## config.mk

```make
export PLATFORM = sky130hd
export DESIGN_NAME = bsg_clk_gen_pearl_freq_meter
export DESIGN_NICKNAME = d
export VERILOG_FILES = /design/src/rtl/bsg_clk_gen_pearl_pkg.sv /design/src/rtl/bsg_clk_gen_pearl_edge_detect.sv /design/src/rtl/bsg_clk_gen_pearl_freq_meter.sv
export SDC_FILE = /design/constraint.sdc
export NUM_CORES = 1
export LEC_CHECK = 0
export CAP_MARGIN = 5
export CELL_PAD_IN_SITES_DETAIL_PLACEMENT = 0
export CELL_PAD_IN_SITES_GLOBAL_PLACEMENT = 1
export CORE_MARGIN = 5
export CORE_UTILIZATION = 40
export CTS_CLUSTER_SIZE = 20
export DETAILED_ROUTE_END_ITERATION = 7
export PLACE_DENSITY = 0.81
export SLEW_MARGIN = 0
export SYNTH_ARGS = -nofsm -noshare
export SYNTH_HDL_FRONTEND = slang
export SYNTH_SLANG_ARGS = --single-unit
```

## constraint.sdc

```tcl
create_clock -name clk_i -period 2.6 [get_ports clk_i]
set_input_delay 0.78 -clock clk_i [delete_from_list [all_inputs] [get_ports clk_i]]
set_output_delay 0.78 -clock clk_i [all_outputs]
set_load 0.01 [all_outputs]
```

## src/rtl/bsg_clk_gen_pearl_pkg.sv

```systemverilog
// Shared types and constants for the clock-generator pearl helper blocks.
package bsg_clk_gen_pearl_pkg;

    typedef enum logic [1:0] {
        StIdle,
        StArm,
        StCount,
        StDone
    } bsg_clk_gen_pearl_freq_meter_state_e;

    localparam int unsigned bsg_clk_gen_pearl_freq_meter_arm_cycles_gp = 3;

    // Arm counter width; must hold arm_cycles_gp-1.
    localparam int unsigned bsg_clk_gen_pearl_freq_meter_arm_cnt_width_gp = 2;

endpackage

```

## src/rtl/bsg_clk_gen_pearl_edge_detect.sv

```systemverilog
// Two-flop synchronizer plus history flop; rise_o pulses for one clk_i cycle per
// synchronized rising edge of clk_monitor_i.
module bsg_clk_gen_pearl_edge_detect (
    input  logic clk_i,
    input  logic reset_n_i,
    input  logic clk_monitor_i,
    output logic rise_o
);

    logic [1:0] sync_q;
    logic       hist_q;

    // sync_q[0] is the metastability-catching flop; only sync_q[1] is used downstream.
    always_ff @(posedge clk_i or negedge reset_n_i) begin
        if (!reset_n_i) begin
            sync_q <= 2'b00;
            hist_q <= 1'b0;
        end else begin
            sync_q <= {sync_q[0], clk_monitor_i};
            hist_q <= sync_q[1];
        end
    end

    assign rise_o = sync_q[1] & ~hist_q;

endmodule

```

## src/rtl/bsg_clk_gen_pearl_freq_meter.sv

```systemverilog
// Counts rising edges of the pearl monitor clock over an N-cycle reference window.
// Define BSG_CLK_GEN_PEARL_FREQ_METER_CONTINUOUS_EN to re-arm automatically on yumi_i.
module bsg_clk_gen_pearl_freq_meter
    import bsg_clk_gen_pearl_pkg::*;
#(
    parameter int unsigned window_width_p = 16,
    parameter int unsigned count_width_p  = 24
) (
    input  logic                      clk_i,
    input  logic                      reset_n_i,
    input  logic                      clk_monitor_i,
    input  logic                      start_i,
    input  logic [window_width_p-1:0] window_cycles_i,
    output logic                      busy_o,
    output logic                      v_o,
    output logic [count_width_p-1:0]  count_o,
    output logic                      overflow_o,
    input  logic                      yumi_i
);

    localparam int unsigned ArmW = bsg_clk_gen_pearl_freq_meter_arm_cnt_width_gp;
    localparam logic [ArmW-1:0] ArmLast =
        ArmW'(bsg_clk_gen_pearl_freq_meter_arm_cycles_gp - 1);
    localparam logic [window_width_p-1:0] WindowOne = window_width_p'(1);

    bsg_clk_gen_pearl_freq_meter_state_e state_q, state_d;
    logic [ArmW-1:0]           arm_cnt_q, arm_cnt_d;
    logic [window_width_p-1:0] window_q, window_d;
    logic [count_width_p-1:0]  count_q, count_d;
    logic                      overflow_q, overflow_d;
    logic                      rise;

`ifdef BSG_CLK_GEN_PEARL_FREQ_METER_CONTINUOUS_EN
    // Window length kept for automatic re-arm, since window_q is consumed by counting.
    logic [window_width_p-1:0] n_q, n_d;
`endif

    bsg_clk_gen_pearl_edge_detect u_edge_detect (
        .clk_i         (clk_i),
        .reset_n_i     (reset_n_i),
        .clk_monitor_i (clk_monitor_i),
        .rise_o        (rise)
    );

    always_comb begin
        state_d    = state_q;
        arm_cnt_d  = arm_cnt_q;
        window_d   = window_q;
        count_d    = count_q;
        overflow_d = overflow_q;
`ifdef BSG_CLK_GEN_PEARL_FREQ_METER_CONTINUOUS_EN
        n_d        = n_q;
`endif

        unique case (state_q)
            StIdle: begin
                if (start_i) begin
                    window_d   = window_cycles_i;
                    count_d    = '0;
                    overflow_d = 1'b0;
                    arm_cnt_d  = '0;
                    state_d    = StArm;
`ifdef BSG_CLK_GEN_PEARL_FREQ_METER_CONTINUOUS_EN
                    n_d        = window_cycles_i;
`endif
                end
            end

            // Synchronizer runs continuously; ARM only waits for stale levels to drain.
            StArm: begin
                if (arm_cnt_q == ArmLast) begin
                    state_d = (window_q == '0) ? StDone : StCount;
                end else begin
                    arm_cnt_d = arm_cnt_q + 1'b1;
                end
            end

            StCount: begin
                window_d = window_q - 1'b1;
                if (rise) begin
                    if (&count_q) begin
                        overflow_d = 1'b1;
                    end else begin
                        count_d = count_q + 1'b1;
                    end
                end
                if (window_q == WindowOne) begin
                    state_d = StDone;
                end
            end

            StDone: begin
                if (yumi_i) begin
`ifdef BSG_CLK_GEN_PEARL_FREQ_METER_CONTINUOUS_EN
                    window_d   = n_q;
                    count_d    = '0;
                    overflow_d = 1'b0;
                    arm_cnt_d  = '0;
                    state_d    = StArm;
`else
                    state_d    = StIdle;
`endif
                end
            end

            default: state_d = StIdle;
        endcase
    end

    always_ff @(posedge clk_i or negedge reset_n_i) begin
        if (!reset_n_i) begin
            state_q    <= StIdle;
            arm_cnt_q  <= '0;
            window_q   <= '0;
            count_q    <= '0;
            overflow_q <= 1'b0;
        end else begin
            state_q    <= state_d;
            arm_cnt_q  <= arm_cnt_d;
            window_q   <= window_d;
            count_q    <= count_d;
            overflow_q <= overflow_d;
        end
    end

`ifdef BSG_CLK_GEN_PEARL_FREQ_METER_CONTINUOUS_EN
    always_ff @(posedge clk_i or negedge reset_n_i) begin
        if (!reset_n_i) begin
            n_q <= '0;
        end else begin
            n_q <= n_d;
        end
    end
`endif

    assign busy_o     = (state_q == StArm) || (state_q == StCount);
    assign v_o        = (state_q == StDone);
    assign count_o    = count_q;
    assign overflow_o = overflow_q;

endmodule
```

After elaboration in Yosys (flattened, before gate mapping). Cells that the tools add are included.

Output and inout bits: 27. Logic and storage cells: 55. Flip-flop bits (word level): 48. Input port bits: 21.

Muxes and demuxes: 19. Add/subtract/negate cells: 3. Reduce and logical (&&, ||, !) cells: 11. Equality and inequality tests: 13. Bitwise logic cells: 2.

Operators by type and width (number): two-way mux 24 bit (3); one-hot mux 24 bit (2 select lines) (1); one-hot mux 16 bit (2 select lines) (1); adder 24 x 1 -> 24 bit, second input constant (1); AND reduction 24 bit (1); == test 16 x 1 -> 1 bit, second input constant (1); logical NOT 16 bit (1); two-way mux 16 bit (1); subtractor 16 x 1 -> 16 bit, second input constant (1); inequality test 2 bit, second input constant (7); two-way mux 2 bit (6); AND reduction 4 bit (3); one-hot mux 2 bit (4 select lines) (1); == test 2 bit, second input constant (3); two-way mux 1 bit (4); one-hot mux 2 bit (2 select lines) (1); nonzero test 2 bit (2); AND reduction 3 bit (1); adder 2 x 1 -> 2 bit, second input constant (1); == test 2 x 1 -> 1 bit, second input constant (1); logical NOT 2 bit (1); inequality test 2 x 1 -> 1 bit, second input constant (1); one-hot mux 1 bit (2 select lines) (1); AND reduction 2 bit (1); 3 further kinds (3).

Longest topological paths before layout. Gate-level depths: netlist of the first run.

Word-level depth: 4. Depth in mapped cells: 8. Mapped depth without buffers: 7.

Modules after synthesis. Synthesis of the first run repeated with hierarchy kept, for this count alone.

Cell total of the unflattened synthesis: 350. Area, all modules: 2997.9 um^2.

By module, submodules not included: bsg_clk_gen_pearl_freq_meter (cells an instance 346, seq. area each 1126.1 um^2, area an instance 2909.0 um^2, times used 1); bsg_clk_gen_pearl_edge_detect (cells an instance 4, seq. area each 75.1 um^2, area an instance 88.8 um^2, times used 1).

Least setup slack after synthesis of the first run. No wires, ideal clock.

Kind: reg-to-reg. Start: register state_q[0]. End: register count_q[23] (netlist: count_o[23]). Required time: 2.522 ns. Cell stages (with the launch flop): 8. Slack: 0.531 ns. Arrival time: 1.991 ns. Period minus slack after synthesis: 2.069 ns. Library setup time: 0.078 ns. Buffers on the path: 0. Cell sequence: dfrtp_1 -> inv_1 -> ha_1 -> mux2i_1 -> a21oi_4 -> nand3_1 -> or4_1 -> a21oi_1.

Word-level cells in the longest chain between the ends: 3. Elaborated cells between the ends (all ways): 8. Those cells by class: eq/ne: 4; mux: 1; reduce/logical: 3.

RTL lines: start: declaration (line bsg_clk_gen_pearl_freq_meter.sv:26) `bsg_clk_gen_pearl_freq_meter_state_e state_q, state_d;`; start signal: assignment (line bsg_clk_gen_pearl_freq_meter.sv:112) `state_q <= StIdle;`; start signal: assignment (line bsg_clk_gen_pearl_freq_meter.sv:118) `state_q <= state_d;`; == test 2 bit / logical NOT 2 bit (equally long branches) (line bsg_clk_gen_pearl_freq_meter.sv:55) `unique case (state_q)`; inequality test 2 bit (no line) / nonzero test 2 bit (equally long branches); AND reduction 4 bit (no line); end signal: assignment (line bsg_clk_gen_pearl_freq_meter.sv:121) `count_q <= count_d;`; end: declaration (line bsg_clk_gen_pearl_freq_meter.sv:29) `logic [count_width_p-1:0] count_q, count_d;`.

Several ways; a longest one is shown, not always the timed one. A chain may end at the register's enable or synchronous reset.

Worst setup path after layout of the first run.
Start: register state_q[0]. End: output port busy_o.

Word-level cells in the longest chain between the ends: 2. Elaborated cells between the ends (all ways): 3. Those cells by class: eq/ne: 2; reduce/logical: 1.

RTL lines: == test 2 x 1 -> 1 bit / == test 2 bit (equally long branches) (line bsg_clk_gen_pearl_freq_meter.sv:136) `assign busy_o = (state_q == StArm) || (state_q == StCount);`; logical OR 1 bit (*) (line bsg_clk_gen_pearl_freq_meter.sv:136); end: declaration (line bsg_clk_gen_pearl_freq_meter.sv:14) `output logic busy_o,`.

Every way passes the cells marked *; elsewhere a longest branch is shown, timed or not.

==> flow_summary.json, run 1 <==
{
  "outcome": "complete, no violations",
  "hold_viol": 0,
  "clkLatencyLatePin_ns": 0.30,
  "fin_crit_sh_pct": 94.3,
  "post_cts_buffers": 0,
  "syn_to_final_growth_pct": 28.2,
  "dr.pass1.iters": 4,
  "reg2reg_slack_ns": 0.28,
  "filler_cell_count": 647,
  "max_cap_viol_count": 0,
  "io_buffers": 47,
  "rsz0062_at_grt": "no",
  "ys.flop_type": "dfrtp_1",
  "fin_crit_ns": 2.45,
  "power_density_nw_per_um2": 900,
  "cts_resized": 0,
  "clockRootBuffer": "clkbuf_8",
  "path_clk_slew_ns": 0.09,
  "drt-total-wl_um": 7320,
  "p_int_mw": 1.99,
  "grt_pass1_wl_um": 11900,
  "yosysTopAreaCell": "dfrtp_1",
  "vias": 2631,
  "power.share.switching_pct": 39.5,
  "max_freq_mhz": 408,
  "clkPwrFrac_pct": 19.1,
  "antenna_found_initial": 0,
  "synth_edf_count": 0,
  "numCtsBuffers": 5,
  "hold_path.class": "reg2reg",
  "drive_above_1_share_pct": 9.65,
  "start_kind": "register",
  "synth_top_area_share_pct": 42.1,
  "final_cell_area_sq_um": 3660,
  "async_reset_ff_share_pct": 100,
  "die_w_um": 94.5,
  "first_iter_violations": 185,
  "die_y_um": 94.5,
  "multi_input_area_sq_um": 1530,
  "grt_usage_pct": 16.7,
  "drc": 0,
  "syn-num-nets": 343,
  "ys_seq_elements": 48,
  "cp.arrival_ns": 1.67,
  "avgSynthCellArea_sq_um": 9.09,
  "grt_overflow_total": 0,
  "skew_ns": 0.00243,
  "cts_tree": "done",
  "leakagePower_nw": 1.43,
  "power_frac_comb_pct": 45.9,
  "diodes": 0,
  "synth_area_leaders": "dfrtp_1 42%, a21oi_1 4.4%, o21ai_0 4.2%, ha_1 3.5%, nor2_1 3.2%",
  "net-switching-power_mw": 1.30,
  "hold_path_depth": 0,
  "nets": 402,
  "num_io_pins": 48,
  "cts.sinks": 48,
  "hold_start": "u_edge_detect.sync_q[0]$_DFF_PN0_",
  "r2r_cells": 8,
  "clk_path_buf_depth": 2,
  "ys_seq_area_share_pct": 42.1,
  "critical_path.max_fanout": 5,
  "r2r-start": "state_q[0]$_DFFE_PN0P_",
  "ff_latch_area_sq_um": 1200,
  "grt_max_degree": 49,
  "relSlewSlack_pct": 58.3,
  "hold_slack_ns": 0.357,
  "gp_congestion": 0.831,
  "holdPathEnd": "u_edge_detect.sync_q[1]$_DFF_PN0_",
  "tightest_slew_ns": 0.619,
  "power_mw": 3.29,
  "routedWlPerCell_um": 15.6,
  "crit_type": "reg2out",
  "start_util_pct": 41.5,
  "ys_types": 51,
  "final_antenna_net_count": 0,
  "worstPathRequired_ns": 1.82,
  "synthesis.area_sq_um": 2850,
  "endpoint_kind": "output port",
  "std_cell_rows": 30,
  "core_area_sq_um": 6870,
  "maxSlewViolCount": 0,
  "place_hpwl_um": 5180,
  "placed_cell_area_sq_um": 3530,
  "ys.warnings.count": 0,
  "die_area_sq_um": 8920,
  "r2r-end": "count_o[23]$_DFFE_PN0P_",
  "setup-violations-final": 0,
  "synth_cells": 314,
  "p_seq_share_pct": 35.0,
  "h-tree-depth": 2,
  "via_per_inst": 5.61,
  "grt_pass1_vias": 2538,
  "postCtsHoldBufs": 0,
  "vdd_ir_drop_max_mv": 0.429
}
[placed cells by master (no fill, tap or decap), types with 5 or more instances in the layout]
| cell | instances |
|---|---|
| inv_1 | 12 |
| nand2_1 | 23 |
| ha_1 | 8 |
| a21oi_1 | 25 |
| buf_4 | 19 |
| mux2i_1 | 8 |
| o21ai_0 | 24 |
| nand4_1 | 8 |
| nor2_1 | 24 |
| clkdlybuf4s50_1 | 46 |
| o22ai_1 | 9 |
| clkbuf_8 | 5 |
| or4_1 | 9 |
| dfrtp_1 | 48 |
| o21a_1 | 6 |
| nand3_1 | 15 |
| xnor2_1 | 5 |
| or3_1 | 6 |
| o31ai_1 | 6 |
| nor3_1 | 7 |
[cell families after synthesis]
group / count (synthesis) / share of synthesized area (%)
adders and majority gates: 8 / 3.51
buffers and inverters: 27 / 4.17
and+or+nand+nor: 117 / 22.8
xor gates and xnor gates: 9 / 2.76
muxes: 9 / 3.20
AOI/OAI and AO/OA: 96 / 21.5
DFF: 48 / 42.1
[per-stage QoR]
stage,cells,worst slack (ns),util [%],TNS (ns)
2_1_floorplan,314,0.531,-,0
3_3_place_gp,462,-0.0337,51.3,-0.115
3_5_place_dp,462,-0.0944,51.3,-0.333
4_1_cts,469,0.140,53.2,0
5_1_grt,469,0.0771,53.2,0
6_report,469,0.147,53.2,0
[cells in the mapped netlist, types with 3 or more instances]
cell type / number
ha_1: 8
nand2_1: 23
or3_1: 6
inv_1: 12
a22oi_1: 4
mux2i_1: 8
or4_1: 9
o21a_1: 6
nor2_1: 24
dfrtp_1: 48
a21oi_1: 25
and3_1: 4
and4_1: 3
nand4_1: 8
a2111oi_0: 3
o22ai_1: 9
o211ai_1: 3
nor3_1: 7
nor4_1: 4
o31ai_1: 6
nand3_1: 15
xnor2_1: 5
o21ai_0: 24
xor2_1: 4
clkbuf_1: 11
[power groups by stage]
stage                     Clock (mW)  Combinational, mW  Sequential (mW)
final                          0.629               1.51             1.15
after global placement             0               1.48             1.15
after CTS                      0.646               1.52             1.14
after detailed placement           0               1.51             1.16
after floorplan                    0               1.02             1.10
after global routing           0.672               1.66             1.18
[registers in the layout, indices dropped and copies added (netlist names)]
register	cells
count_o	24
overflow_o	1
window_q	16
state_q	2
u_edge_detect.hist_q	1
u_edge_detect.sync_q	2
arm_cnt_q	2
[per-layer routing]
metal	global-route usage [%]	part of all wire, %	wire, um
met5	0	0	0
met2	27.2	47	3450
met3	2.95	3.7	270
met1	22.5	48	3510
met4	5.17	1.1	84
[how the worst max path moves through the flow]
stage / endpoint / cells past startpoint / slack [ns] / from
after global placement: count_o[23]$_DFFE_PN0P_ / 7 / -0.03 / start_i
after floorplan: count_o[23]$_DFFE_PN0P_ / 7 / 0.53 / state_q[0]$_DFFE_PN0P_
after CTS: busy_o / 3 / 0.14 / state_q[0]$_DFFE_PN0P_
after global routing: busy_o / 3 / 0.08 / state_q[0]$_DFFE_PN0P_
after detailed placement: count_o[23]$_DFFE_PN0P_ / 7 / -0.09 / start_i
final: busy_o / 3 / 0.15 / state_q[0]$_DFFE_PN0P_
[worst max-delay path, stage by stage, from the launching register on]
cell and delay [ns]:
dfrtp_1 0.43, inv_1 0.09, ha_1 0.31, clkdlybuf4s50_1 0.54
[area by class of cell]
type	count	area share, %
clock inverters	2	1.64
well taps	96	3.29
clock buffers	5	1.88
repair buffers	67	17.2
flip-flops and latches	48	32.9
inverters	12	1.23
multi-input cells	239	41.9
(Power assumes the default switching activity.)
==> run 2: changes to the inputs <==
Settings changed: ABC_AREA set to 1, CTS_CLUSTER_SIZE 20 to not set, PLACE_DENSITY 0.81 to 0.83, REMOVE_ABC_BUFFERS set to 1.
==> run 2 against run 1 <==
  * Synthesized area increased by 17%
  * Sequential power shrank 4%
  * Worst hold slack improved by 0.039 ns
==> flow_summary.json, run 2 <==
{
  "power_mw": 3.23,
  "synth_cells": 465,
  "start_util_pct": 40.9,
  "path_clk_slew_ns": 0.10,
  "dr.pass1.iters": 5,
  "final_common_cell": "nand2_1",
  "final_cell_mix": "139 x nand2_1, 60 x nor2_1, 48 x dfrtp_1",
  "ys_seq_elements": 48,
  "net-switching-power_mw": 1.54,
  "fin_crit_sh_pct": 93.9,
  "reg2reg_slack_ns": 0.40,
  "p_seq_share_pct": 34.0,
  "postCtsHoldBufs": 0,
  "power.share.switching_pct": 47.6,
  "use_met2_pct": 25.9,
  "rsz0062_at_grt": "no",
  "post_cts_buffers": 0,
  "clkPwrFrac_pct": 15.2,
  "die_area_sq_um": 10300,
  "clockRootBuffer": "clkbuf_8",
  "hold_slack_ns": 0.396,
  "synth_edf_count": 0,
  "skew_ns": 0.00725,
  "io_buffers": 47,
  "drt-total-wl_um": 8220,
  "cp.arrival_ns": 1.66,
  "vias": 3052,
  "core_area_sq_um": 8180,
  "endpoint_kind": "output port",
  "final_cell_area_sq_um": 3970,
  "cts.sinks": 48,
  "cts_resized": 0,
  "tightest_slew_ns": 0.517,
  "std_cell_rows": 33,
  "routedWlPerCell_um": 13.3,
  "worstPathRequired_ns": 1.82,
  "ys_seq_area_share_pct": 35.9,
  "async_reset_ff_share_pct": 100,
  "clk_path_buf_depth": 2,
  "r2r-end": "count_o[10]$_DFFE_PN0P_",
  "relSlewSlack_pct": 65.4,
  "grt_pass1_wl_um": 14300,
  "grt.busiest_layer": "met2",
  "setup-violations-final": 0,
  "grt_usage_pct": 17.2,
  "grt_pass1_vias": 2931,
  "layout_setup_ws_ns": 0.159,
  "use_met1_pct": 25.7,
  "nets": 542,
  "drc": 0,
  "syn_to_final_growth_pct": 18.7,
  "num_io_pins": 48,
  "hold_path.class": "in2async",
  "ff_latch_area_sq_um": 1200,
  "dpl.cell_count": 611,
  "critical_path.max_fanout": 4,
  "avgSynthCellArea_sq_um": 7.20,
  "maxSlewViolCount": 0,
  "start_kind": "register",
  "die_y_um": 101,
  "fin_crit_ns": 2.44,
  "yosysMostFrequentCell": "nand2_1",
  "vdd_ir_drop_max_mv": 0.372,
  "filler_cell_count": 844,
  "multi_input_area_sq_um": 1860,
  "numCtsBuffers": 5,
  "fin_util_pct": 48.6,
  "yosysTopAreaCell": "dfrtp_1",
  "r2r_cells": 10,
  "ys_top_cells_by_count": "139 x nand2_1, 60 x nor2_1, 48 x dfrtp_1, 39 x inv_1, 37 x nand3_1",
  "crit_type": "reg2out",
  "ys_types": 37,
  "antenna_found_initial": 0,
  "final_antenna_net_count": 0,
  "synth_top_area_share_pct": 35.9,
  "grt_max_degree": 44,
  "diodes": 0,
  "placed_cell_area_sq_um": 3880,
  "max_freq_mhz": 410,
  "grt_overflow_total": 0,
  "gp_congestion": 0.814,
  "power_frac_comb_pct": 50.8,
  "hold_viol": 0,
  "max_cap_viol_count": 0,
  "outcome": "complete, no violations",
  "synth_area_leaders": "dfrtp_1 36%, nand2_1 16%, nor2_1 6.7%, nand3_1 5.5%, o21ai_2 4.7%",
  "place_hpwl_um": 6030,
  "ys.warnings.count": 0,
  "r2r-start": "count_o[0]$_DFFE_PN0P_",
  "clkLatencyLatePin_ns": 0.31,
  "fin_tns_setup_ns": 0,
  "final_cells": 619,
  "ys.flop_type": "dfrtp_1",
  "drive_above_1_share_pct": 12.5,
  "synthesis.area_sq_um": 3350,
  "leakagePower_nw": 1.72,
  "first_iter_violations": 156,
  "place_ws_ns": 0.264,
  "h-tree-depth": 2,
  "largest_reg_flops": 24,
  "p_int_mw": 1.69,
  "grt_use_met3_pct": 2.48,
  "cts_tree": "done",
  "die_w_um": 101,
  "power_density_nw_per_um2": 813,
  "via_per_inst": 4.93
}
-- run 2: worst max-delay path, cell delays in order (launching register included) --
cell and delay [ns]:
dfrtp_1 0.42, inv_1 0.09, ha_1 0.30, clkdlybuf4s50_1 0.54
-- run 2: per-layer routing --
metal,vias to the layer above,wire (um),share of wire (%)
met3,5,276,3.4
met5,-,0,0
li1,1587,-,-
met2,38,3610,44
met1,1422,4230,52
met4,0,98,1.2
-- run 2: kinds of logic (layout without fill, tap and decap cells) --
group | Yosys count | in the layout | synth area share (%)
xor+xnor | 11 | 11 | 2.88
buf+inv | 58 | 107 | 8.64
fa+ha+maj | 8 | 8 | 2.99
simple gates | 271 | 271 | 36.2
compound gates | 69 | 69 | 13.4
flops | 48 | 48 | 35.9
-- run 2: power by group through the flow --
stage,Sequential (mW),Clock [mW],Combinational [mW]
after floorplan,1.07,0,1.16
after global placement,1.10,0,1.63
after detailed placement,1.11,0,1.65
after CTS,1.10,0.508,1.66
after global routing,1.13,0.535,1.89
final,1.10,0.491,1.64
-- run 2: layout make-up --
class	instances	share of cell area, %
clock buffer	7	2.17
clock inverter	1	0.189
inverter	44	4.16
multi-input combinational	359	46.7
sequential	48	30.2
tap	105	3.31
timing repair buffer	55	13.2
-- run 2: how the worst max path moves through the flow --
stage                            from                      end  cells past startpoint
4_1_cts        state_q[1]$_DFFE_PN0P_                   busy_o                      3
5_1_grt        state_q[1]$_DFFE_PN0P_                   busy_o                      3
6_report       state_q[1]$_DFFE_PN0P_                   busy_o                      3
2_1_floorplan  state_q[0]$_DFFE_PN0P_  count_o[10]$_DFFE_PN0P_                     10
3_5_place_dp                  start_i   count_o[3]$_DFFE_PN0P_                      9
3_3_place_gp                  start_i   count_o[8]$_DFFE_PN0P_                      9
